--- config.mk ---
export PLATFORM = sky130hd
export DESIGN_NAME = pipe_mult_stream
export DESIGN_NICKNAME = d
export VERILOG_FILES = /design/src/rtl/mult_pkg.sv /design/src/rtl/mult_pp_stage.sv /design/src/rtl/pipe_mult_stream.sv
export SDC_FILE = /design/constraint.sdc
export NUM_CORES = 1
export LEC_CHECK = 0
export BUFFER_PORTS_ARGS = -buffer_cell sky130_fd_sc_hd__buf_2
export CORE_MARGIN = 2
export CORE_UTILIZATION = 45
export CTS_BUF_LIST = sky130_fd_sc_hd__clkbuf_16
export DETAILED_ROUTE_END_ITERATION = 12
export SLEW_MARGIN = 10
export SYNTH_ARGS = -nofsm -noshare
export SYNTH_HDL_FRONTEND = slang
export SYNTH_HIERARCHICAL = 1
export SYNTH_SLANG_ARGS = --single-unit
--- constraint.sdc ---
create_clock -name clk -period 7.5 [get_ports clk]
set_input_delay 0.375 -clock clk [delete_from_list [all_inputs] [get_ports clk]]
set_output_delay 0.375 -clock clk [all_outputs]
set_load 0.005 [all_outputs]
--- src/rtl/mult_pkg.sv ---
// Shared limits and elaboration-time helpers for the streaming pipelined multiplier.
package mult_pkg;

  localparam int MAX_STAGES = 8;
  localparam int MAX_W      = 32;

  function automatic int slice_w(input int b_w, input int stages);
    if (stages < 1) return b_w;
    return b_w / stages;
  endfunction

  function automatic bit params_legal(input int a_w, input int b_w,
                                      input int stages, input int tag_w);
    if (a_w < 2 || a_w > MAX_W) return 1'b0;
    if (b_w < 2 || b_w > MAX_W) return 1'b0;
    if (stages < 1 || stages > MAX_STAGES) return 1'b0;
    if ((b_w % stages) != 0) return 1'b0;
    if (tag_w < 1) return 1'b0;
    return 1'b1;
  endfunction

endpackage

--- src/rtl/mult_pp_stage.sv ---
// One multiplier pipeline stage: adds the partial product of the lowest remaining
// b slice into the running accumulator and forwards the beat's sideband.
module mult_pp_stage
  import mult_pkg::*;
#(
  parameter int A_W    = 16,
  parameter int B_W    = 16,
  parameter int STAGES = 4,
  parameter int TAG_W  = 4,
  parameter int IDX    = 0
) (
  input  logic               clk,
  input  logic               rst,
  input  logic               en,
  input  logic               prev_valid,
  input  logic [A_W+B_W:0]   prev_acc,
  input  logic [A_W:0]       prev_a,
  input  logic [B_W-1:0]     prev_b,
  input  logic               prev_sgn,
  input  logic [TAG_W-1:0]   prev_tag,
  output logic               valid,
  output logic [A_W+B_W:0]   acc,
  output logic [A_W:0]       a,
  output logic [B_W-1:0]     b,
  output logic               sgn,
  output logic [TAG_W-1:0]   tag
);

  localparam int SW     = slice_w(B_W, STAGES);
  localparam int ACC_W  = A_W + B_W + 1;
  localparam int SHIFT  = IDX * SW;
  localparam bit IS_TOP = (IDX == STAGES - 1);

  logic [SW-1:0]    slice;
  logic             ext_bit;
  logic [ACC_W-1:0] a_wide;
  logic [ACC_W-1:0] b_wide;
  logic [ACC_W-1:0] pp;
  logic [ACC_W-1:0] acc_next;

  // Only the most significant b slice carries negative weight for signed beats;
  // everything is extended to the accumulator width so modular adds are exact.
  always_comb begin
    slice    = prev_b[SW-1:0];
    ext_bit  = IS_TOP && prev_sgn && slice[SW-1];
    a_wide   = {{B_W{prev_a[A_W]}}, prev_a};
    b_wide   = {{(ACC_W-SW){ext_bit}}, slice};
    pp       = (a_wide * b_wide) << SHIFT;
    acc_next = prev_acc + pp;
  end

  always_ff @(posedge clk) begin
    if (rst) begin
      valid <= 1'b0;
      acc   <= '0;
      a     <= '0;
      b     <= '0;
      sgn   <= 1'b0;
      tag   <= '0;
    end else if (en) begin
      valid <= prev_valid;
      acc   <= acc_next;
      a     <= prev_a;
      b     <= prev_b >> SW;
      sgn   <= prev_sgn;
      tag   <= prev_tag;
    end
  end

endmodule

--- src/rtl/pipe_mult_stream.sv ---
// Fully pipelined A_W x B_W multiplier with valid/ready streaming, per-beat
// signed/unsigned mode and a tag that travels with each product.
module pipe_mult_stream
  import mult_pkg::*;
#(
  parameter int A_W    = 16,
  parameter int B_W    = 16,
  parameter int STAGES = 4,
  parameter int TAG_W  = 4
) (
  input  logic                 clk,
  input  logic                 rst,
  input  logic                 in_valid,
  output logic                 in_ready,
  input  logic [A_W-1:0]       in_a,
  input  logic [B_W-1:0]       in_b,
  input  logic                 in_signed,
  input  logic [TAG_W-1:0]     in_tag,
  output logic                 out_valid,
  input  logic                 out_ready,
  output logic [A_W+B_W-1:0]   out_y,
  output logic [TAG_W-1:0]     out_tag,
  output logic [3:0]           occupancy
);

  localparam int ACC_W = A_W + B_W + 1;

  if (!params_legal(A_W, B_W, STAGES, TAG_W)) begin : g_param_err
    $error("pipe_mult_stream: illegal A_W/B_W/STAGES/TAG_W combination");
  end

  logic             adv;
  logic             v_pipe   [STAGES+1];
  logic [ACC_W-1:0] acc_pipe [STAGES+1];
  logic [A_W:0]     a_pipe   [STAGES+1];
  logic [B_W-1:0]   b_pipe   [STAGES+1];
  logic             s_pipe   [STAGES+1];
  logic [TAG_W-1:0] t_pipe   [STAGES+1];
  logic             unused_tail;

  // The whole pipe moves as one; a held output freezes every stage, bubbles included.
  assign adv      = out_ready || !out_valid;
  assign in_ready = adv && !rst;

  assign v_pipe[0]   = in_valid;
  assign acc_pipe[0] = '0;
  assign a_pipe[0]   = {in_signed & in_a[A_W-1], in_a};
  assign b_pipe[0]   = in_b;
  assign s_pipe[0]   = in_signed;
  assign t_pipe[0]   = in_tag;

  for (genvar k = 0; k < STAGES; k++) begin : g_stage
    mult_pp_stage #(
      .A_W    (A_W),
      .B_W    (B_W),
      .STAGES (STAGES),
      .TAG_W  (TAG_W),
      .IDX    (k)
    ) u_stage (
      .clk        (clk),
      .rst        (rst),
      .en         (adv),
      .prev_valid (v_pipe[k]),
      .prev_acc   (acc_pipe[k]),
      .prev_a     (a_pipe[k]),
      .prev_b     (b_pipe[k]),
      .prev_sgn   (s_pipe[k]),
      .prev_tag   (t_pipe[k]),
      .valid      (v_pipe[k+1]),
      .acc        (acc_pipe[k+1]),
      .a          (a_pipe[k+1]),
      .b          (b_pipe[k+1]),
      .sgn        (s_pipe[k+1]),
      .tag        (t_pipe[k+1])
    );
  end

  assign out_valid = v_pipe[STAGES];
  assign out_y     = acc_pipe[STAGES][A_W+B_W-1:0];
  assign out_tag   = t_pipe[STAGES];

  always_comb begin
    occupancy = '0;
    for (int k = 1; k <= STAGES; k++) begin
      occupancy = occupancy + 4'(v_pipe[k]);
    end
  end

  assign unused_tail = ^{acc_pipe[STAGES][ACC_W-1], a_pipe[STAGES], b_pipe[STAGES], s_pipe[STAGES]};

endmodule

Word-level counts from Yosys, hierarchy flattened
Cells that the tools add are included.
{"block": "classes", "n_addsub": 6, "multipliers": 4, "div": 0, "magnitude_cmp": 0, "eq_ne": 0, "shift": 0, "n_mux": 0, "n_bitwise": 1, "n_reduce_logical": 5}
{"operator": "17-bit by 5-bit multiplier with 22-bit output", "n": 3}
{"operator": "32-bit adder", "n": 2}
{"operator": "22-bit by 26-bit adder with 27-bit output", "n": 1}
{"operator": "17-bit by 5-bit multiplier with 20-bit output", "n": 1}
{"operator": "3-bit by 1-bit adder with 4-bit output", "n": 1}
{"operator": "2-bit by 1-bit adder with 3-bit output", "n": 1}
{"operator": "1-bit by 1-bit adder with 2-bit output", "n": 1}
{"operator": "1-bit logical AND", "n": 2}
{"operator": "1-bit zero test", "n": 2}
{"operator": "1-bit bitwise AND", "n": 1}
{"operator": "1-bit logical OR", "n": 1}
{"block": "totals", "ff_bits": 216, "latch_bits": 0, "mem_bits_rw": 0, "rom_bits": 0, "mem_count": 0}

Longest topological paths before layout
Gate-level depths: netlist of the first run.
{"block": "depth", "word_depth": 3, "ltp_mapped": 28, "ltp_nobuf": 26}

Hierarchy
The synthesis of the first run kept the hierarchy.
{"mod": "mult_pp_stage at g_stage[0].u_stage", "n_inst": 1, "cells_per_inst": 785, "area_per_inst_um2": 6711.4, "seq_area_each_um2": 1361.3}
{"mod": "mult_pp_stage at g_stage[1].u_stage", "n_inst": 1, "cells_per_inst": 739, "area_per_inst_um2": 6372.4, "seq_area_each_um2": 1361.3}
{"mod": "mult_pp_stage at g_stage[3].u_stage", "n_inst": 1, "cells_per_inst": 705, "area_per_inst_um2": 6224.7, "seq_area_each_um2": 1361.3}
{"mod": "mult_pp_stage at g_stage[2].u_stage", "n_inst": 1, "cells_per_inst": 720, "area_per_inst_um2": 6163.4, "seq_area_each_um2": 1361.3}
{"mod": "pipe_mult_stream", "n_inst": 1, "cells_per_inst": 13, "area_per_inst_um2": 108.9, "seq_area_each_um2": 0.0}

Worst setup path after synthesis of the first run
No wires, ideal clock.
{"block": "synth_path", "path_kind": "register to register", "from": "register g_stage[0].u_stage.b[2]", "to": "register g_stage[1].u_stage/acc[32] (netlist name)", "arrival_time_ns": 5.868, "path_slack_ns": 1.553, "stages_incl_launch_ff": 29, "n_path_buf": 2, "synth_period_minus_slack_ns": 5.947, "cell_sequence": "dfxtp_1 -> clkbuf_1 -> and2_1 -> ha_1 -> inv_1 -> fa_1 -> fa_1 -> inv_1 -> ha_1 -> a21o_1 -> a21oi_1 -> o21bai_1 -> a21oi_1 -> o221ai_1 -> a211oi_1 -> o31ai_1 -> a21oi_1 -> xnor2_1 -> ha_1 -> and2_1 -> clkbuf_1 -> a221o_1 -> nand3_1 -> a21oi_1 -> nor2_1 -> and2_2 -> o311a_1 -> xor2_1 -> a211oi_2"}
{"item": "from (decl)", "line_no": "mult_pp_stage.sv:24", "source": "output logic [B_W-1:0] b,"}
{"item": "from (signal assigned)", "line_no": "mult_pp_stage.sv:64", "source": "b <= prev_b >> SW;"}

Worst setup path in the final report of the first run
{"block": "layout_path", "from": "register g_stage[2].u_stage.b[3]", "to": "register g_stage[3].u_stage.acc[31]"}
{"block": "layout_between", "elab_chain_len": 3}
{"item": "from (decl)", "line_no": "mult_pp_stage.sv:24"}
{"item": "from (signal assigned)", "line_no": "mult_pp_stage.sv:64"}
{"item": "1-bit logical AND", "line_no": "mult_pp_stage.sv:45", "source": "ext_bit = IS_TOP && prev_sgn && slice[SW-1];"}
{"item": "17-bit by 5-bit multiplier with 20-bit output (*)", "line_no": "mult_pp_stage.sv:48", "source": "pp = (a_wide * b_wide) << SHIFT;"}
{"item": "32-bit adder (*)", "line_no": "mult_pp_stage.sv:49", "source": "acc_next = prev_acc + pp;"}
{"item": "to (signal assigned)", "line_no": "mult_pp_stage.sv:62", "source": "acc <= acc_next;"}
{"item": "to (decl)", "line_no": "mult_pp_stage.sv:22", "source": "output logic [A_W+B_W:0] acc,"}
Every way passes the cells marked *; elsewhere a longest branch is shown, timed or not.
A chain may end at the register's enable or synchronous reset.

==> impl_metrics.tcl, run 1 <==
set metrics [dict create \
    outcome "complete, no violations" \
    use_met1_pct 28.10 \
    dieWidth_um 232.7 \
    leakagePower_nw 13.98 \
    clock_skew_ns 0.01227 \
    min_to "g_stage[0].u_stage/b[10]" \
    drt_wl_total_um 58390 \
    reg2reg_to "g_stage[3].u_stage/acc[31]" \
    drtIter0Drc 810 \
    clk_pin_slew_worst_paths_ns 0.06 \
    rows 83 \
    globalRoute.busiestLayer "met2" \
    setup_slack_ns 1.037 \
    critPathKind "flip-flop to flip-flop" \
    critical-path-slowest-cell "dfxtp_1" \
    nets 3296 \
    drtAntennaViolNets 0 \
    grtUsageTotal_pct 21.60 \
    finalHoldViolCount 0 \
    slew_headroom_pct 36.51 \
    drive_above_1_share_pct 6.869 \
    grt_overflow 0 \
    cts_root_buf "clkbuf_16" \
    grt_pass1_vias 18390 \
    io_buffers 81 \
    syn_inst 2756 \
    core_sq_um 51510 \
    rsz0062_at_grt "no" \
    setup_tns_ns 0 \
    fin_crit_sh_pct 86.17 \
    grt_max_degree 123 \
    insertion_delay_ns 0.57 \
    worstHoldStart "in_b[14]" \
    maxCapViolCount 0 \
    cts_tree "yes" \
    setup_viol 0 \
    wl_per_cell_um 16.58 \
    worstHoldPathCells 3 \
    path_cells "nand2_1 -> or2_2 -> fa_1 -> fa_1 -> fa_1 -> inv_1 -> ha_1 -> a21oi_1 -> o21ai_0 -> or2_2 -> a21oi_1 -> xnor2_1 -> ha_1 -> a21o_1 -> a21o_1 -> a21oi_1 -> o31ai_1 -> a211o_1 -> o41ai_2 -> mux2i_1 -> o21ai_1" \
    cts.sinks 226 \
    via_per_inst 5.315 \
    place_congestion 0.9321 \
    cp_data_arrival_time_ns 6.89 \
    hpwl_um 47050 \
    cts_hold_buf 0 \
    tightest_slew_ns 0.9477 \
    drc 0 \
    firstDrtPassIters 5 \
    die_area_sq_um 54150 \
    reg2regPathDepth 21 \
    ctsResizeCount 0 \
    fmax_mhz 154.7 \
    clockBufferDepth 3 \
    ios 83 \
    h-tree-depth 1 \
    cp-end-kind "flip-flop" \
    hold_path_class "input port to flip-flop" \
    path_max_fanout 19 \
    antenna_found_initial 0 \
    rrSetupSlack_ns 1.04 \
    min_period_ns 6.463 \
    start_kind "flip-flop" \
    grtUsageMet2_pct 37.94 \
    cp.required_ns 7.93 \
    postCtsSetupRepairBufs 0 \
    rr_startpoint "g_stage[2].u_stage/b[3]" \
    peakVddDrop_v 0.0001623 \
    place_ws_ns 1.121 \
    start_util_pct 45.70 \
    numCtsBuffers 29 \
    fp.dieH_um 232.7 \
    vias 18720 \
    cpPeakStageDelay_ns 0.65 \
    area_growth_pct 8.601 \
    powerDensity_nw_per_um2 202.0 \
    grtUsageMet3_pct 1.752 \
    grt_pass1_wl_um 95040 \
    synth.cell_area_sq_um 23540 \
    yosysWarnings 6 \
    syn_avg_cell_area_sq_um 8.541 \
    finalMaxSlewViolations 0 \
]
-- metrics by stage --
step	instances	hold WS [ns]	utilization (%)	power [mW]	instance area [sq um]
final	3522	0.04798	49.63	5.165	25560
after global routing	3519	0.04451	49.61	5.534	25560
after CTS	3519	0.01911	49.61	5.157	25560
after detailed placement	3466	0.4446	47.82	3.773	24630
after global placement	3466	0.4376	47.82	3.732	24630
after floorplan	2792	0.4442	-	3.223	23670
-- worst max-delay path by stage --
stage	slack (ns)	cells past startpoint	from	to
4_1_cts	1.08	21	g_stage[2].u_stage/b[3]	g_stage[3].u_stage/acc[31]
5_1_grt	0.56	26	g_stage[0].u_stage/b[2]	g_stage[1].u_stage/acc[30]
2_1_floorplan	1.64	28	g_stage[0].u_stage/b[2]	g_stage[1].u_stage/acc[30]
3_3_place_gp	1.25	26	g_stage[0].u_stage/b[2]	g_stage[1].u_stage/acc[30]
6_report	1.04	21	g_stage[2].u_stage/b[3]	g_stage[3].u_stage/acc[31]
3_5_place_dp	1.12	21	g_stage[2].u_stage/b[3]	g_stage[3].u_stage/acc[31]
-- cells in the final DEF (no fill, tap or decap), drive strengths merged, types with 63 or more instances in the layout --
master / count
a21oi: 150
nand2: 143
o21ai: 80
inv: 355
a21o: 63
ha: 277
mux2i: 185
dfxtp: 226
and2: 229
buf: 85
fa: 161
xnor2: 93
nor2: 288
-- where the power goes --
| part | switching [mW] | total, mW | internal, mW |
|---|---|---|---|
| Sequential | 0.178 | 1.58 | 1.40 |
| Clock | 0.545 | 1.35 | 0.802 |
| Combinational | 1.31 | 2.23 | 0.924 |
| Total | 2.03 | 5.16 | 3.13 |
-- state kept, by name, indices dropped and copies added (netlist names) --
signal and count:
g_stage.u_stage/a 51, g_stage.u_stage/b 24, g_stage.u_stage/tag 16, g_stage.u_stage/sgn 3, g_stage.u_stage/valid 4, g_stage.u_stage/acc 128
-- layout make-up --
class / instances / area [sq um]
Antenna cell: 3 / 7.507
Clock buffer: 29 / 725.7
Clock inverter: 24 / 200.2
Fill cell: 5049 / 25950
Inverter: 351 / 1318
Multi-Input combinational cell: 2123 / 17470
Sequential cell: 226 / 4524
Tap cell: 680 / 850.8
Timing Repair Buffer: 86 / 464.2
-- critical path: cells and delay by family (launching register included) --
kind,cells,cell delay [ns]
compound gates,10,1.96
xor+xnor,1,0.16
fa+ha+maj,5,2.07
buf+inv,1,0.05
flops,1,0.65
mux,1,0.23
simple gates,3,1.22
-- per-layer routing --
metal  routed length (um)  share of wire (%)  vias to the layer above
met5                    0                  0                        -
met2                28270                 48                      278
met4                 1850                3.2                        0
li1                     -                  -                     9314
met1                26870                 46                     9052
met3                 1403                2.4                       75
No activity file was read; power rests on OpenSTA's default activity.
==> run 2: changes to the inputs <==
--- a/config.mk
+++ b/config.mk
@@ -10,6 +10,8 @@
 export CORE_UTILIZATION = 45
 export CTS_BUF_LIST = sky130_fd_sc_hd__clkbuf_16
 export DETAILED_ROUTE_END_ITERATION = 12
+export HOLD_SLACK_MARGIN = 0.12
+export SKIP_LAST_GASP = 1
 export SLEW_MARGIN = 10
 export SYNTH_ARGS = -nofsm -noshare
 export SYNTH_HDL_FRONTEND = slang
==> constraint.sdc (replaced) <==
create_clock -name clk -period 6.1 [get_ports clk]
set_input_delay 0.305 -clock clk [delete_from_list [all_inputs] [get_ports clk]]
set_output_delay 0.305 -clock clk [all_outputs]
set_load 0.005 [all_outputs]
==> impl_metrics.tcl, run 2 (synthesis gave the netlist of run 1 again) <==
set metrics [dict create \
    via_per_inst 5.268 \
    nets 3352 \
    cts_root_buf "clkbuf_16" \
    rows 83 \
    cp.required_ns 6.51 \
    critPathKind "flip-flop to flip-flop" \
    seqPwrFrac_pct 30.6 \
    area_growth_pct 11.14 \
    power_frac_clock_pct 25.3 \
    p_sw_share_pct 39.59 \
    drive_above_1_share_pct 8.296 \
    diodes 0 \
    grt_pass1_wl_um 94190 \
    outcome "complete, no violations" \
    vias 18820 \
    finalMaxSlewViolations 0 \
    antenna_found_initial 0 \
    wl_per_cell_um 16.41 \
    fp.dieH_um 232.7 \
    regMostFlops "g_stage.u_stage/acc" \
    cts_tree "yes" \
    seq_area_sq_um 4541 \
    finalHoldViolCount 0 \
    grt_max_degree 137 \
    p_switching_mw 2.510 \
    hpwl_um 47460 \
    p_total_mw 6.342 \
    top_regs "g_stage.u_stage/acc (128), g_stage.u_stage/a (51), g_stage.u_stage/b (24)" \
    min_period_ns 5.815 \
    leakagePower_nw 14.19 \
    critPathTopFamily "adder cells" \
    grt_overflow 0 \
    fin_util_pct 50.79 \
    cp_num_buf_inv 4 \
    grt_pass1_vias 18280 \
    ios 83 \
    grtUsageTotal_pct 21.45 \
    clockBufferDepth 3 \
    setup_viol 0 \
    cp_data_arrival_time_ns 6.22 \
    firstDrtPassIters 6 \
    powerDensity_nw_per_um2 242.4 \
    drtIter0Drc 805 \
    path_cells "buf_4 -> and2_1 -> fa_1 -> inv_1 -> fa_1 -> fa_1 -> inv_1 -> ha_1 -> a211o_1 -> o311ai_1 -> nand2b_1 -> a21o_1 -> a21o_1 -> a21oi_1 -> xnor2_1 -> ha_1 -> clkinv_1 -> nor2_1 -> a211o_1 -> o41ai_2 -> mux2i_1 -> o21ai_1" \
    maxCapViolCount 0 \
    numCtsBuffers 28 \
    drtAntennaViolNets 0 \
    setup_slack_ns 0.2847 \
    tightest_slew_ns 0.9730 \
    insertion_delay_ns 0.57 \
    fin_crit_sh_pct 95.33 \
    fillerInstances 5016 \
    dieWidth_um 232.7 \
    peakVddDrop_v 0.0002407 \
    start_util_pct 45.70 \
    comb_power_share_pct 44.1 \
    cts.sinks 226 \
    hold_slack_ns 0.4170 \
    mostFrequentLayoutCells "inv_1 (352), nor2_1 (288), ha_1 (269), and2_1 (226), dfxtp_1 (217)" \
    intPower_mw 3.831 \
    die_area_sq_um 54150 \
    largest_reg_flops 128 \
    crit_path_frequent_cell "fa_1" \
    drt_wl_total_um 58620 \
    core_sq_um 51510 \
    cp-end-kind "flip-flop" \
    io_buffers 81 \
    start_kind "flip-flop" \
    multi_input_area_sq_um 17610 \
    place_ws_ns 0.06664 \
    cpPeakStageDelay_ns 0.54 \
    path_max_fanout 12 \
    fmax_mhz 172.0 \
    clk_pin_slew_worst_paths_ns 0.06 \
    layout_commonest_cell "inv_1" \
    place_congestion 0.8963 \
    critical-path-slowest-cell "fa_1" \
    drc 0 \
    h-tree-depth 1 \
    clock_skew_ns 0.02062 \
    rsz0062_at_grt "yes" \
    slew_headroom_pct 34.81 \
    hold_path_class "input port to flip-flop" \
]
-- run 2: cell types whose count changed in the layout (fill, tap and decap cells not counted), moves of 3 or more --
cell,delta
clkinv_4,-4
ha_4,+8
dlygate4sd3_1,+34
dfxtp_2,+7
ha_1,-8
diode_2,-3
buf_4,+22
dfxtp_1,-9
-- run 2: metrics by stage --
stage / area, sq um / TNS (ns) / std cells
global placement: 24740 / 0 / 3482
CTS: 25960 / 0 / 3566
finish: 26160 / 0 / 3573
global route: 26160 / -0.07707 / 3573
floorplan: 23670 / 0 / 2792
detailed placement: 24740 / 0 / 3482
-- run 2: path summary, 6_finish.rpt --
check / from / endpoint / slack [ns] / depth (start not counted)
worst min-delay path: rst / g_stage[1].u_stage/tag[3] / 0.42 / 2
worst min register to register: g_stage[3].u_stage/acc[29] / g_stage[3].u_stage/acc[29] / 0.45 / 2
worst max register to register: g_stage[2].u_stage/b[2] / g_stage[3].u_stage/acc[31] / 0.28 / 22
worst max-delay path: g_stage[2].u_stage/b[2] / g_stage[3].u_stage/acc[31] / 0.28 / 22
-- run 2: metal layers --
| metal | GRT usage, % | wire length (um) | vias to the layer above |
|---|---|---|---|
| met3 | 2.120 | 1622 | 102 |
| met1 | 27.74 | 26640 | 8982 |
| met5 | 0 | 0 | - |
| met4 | 7.842 | 2342 | 0 |
| li1 | - | - | 9435 |
| met2 | 37.01 | 28010 | 304 |
-- run 2: layout make-up --
class | instances | share of cell area (%)
clock buffer | 29 | 2.774
clock inverter | 21 | 0.5835
inverter | 351 | 5.036
multi-input combinational | 2123 | 67.32
sequential | 226 | 17.36
tap | 680 | 3.252
timing repair buffer | 143 | 3.678
-- run 2: power groups by stage --
stage,sequential (mW),clock (mW),combinational [mW]
after floorplan,1.87,0,2.09
after global placement,1.97,0,2.64
after detailed placement,1.97,0,2.68
after CTS,1.94,1.65,2.71
after global routing,1.97,1.70,3.13
final,1.94,1.60,2.80
-- run 2: timing repair --
action,in CTS,in global routing
buffers inserted,0,7
hold buffers,34,0
resized for setup,0,31
hold endpoints to repair,34,0
setup endpoints to repair,0,11
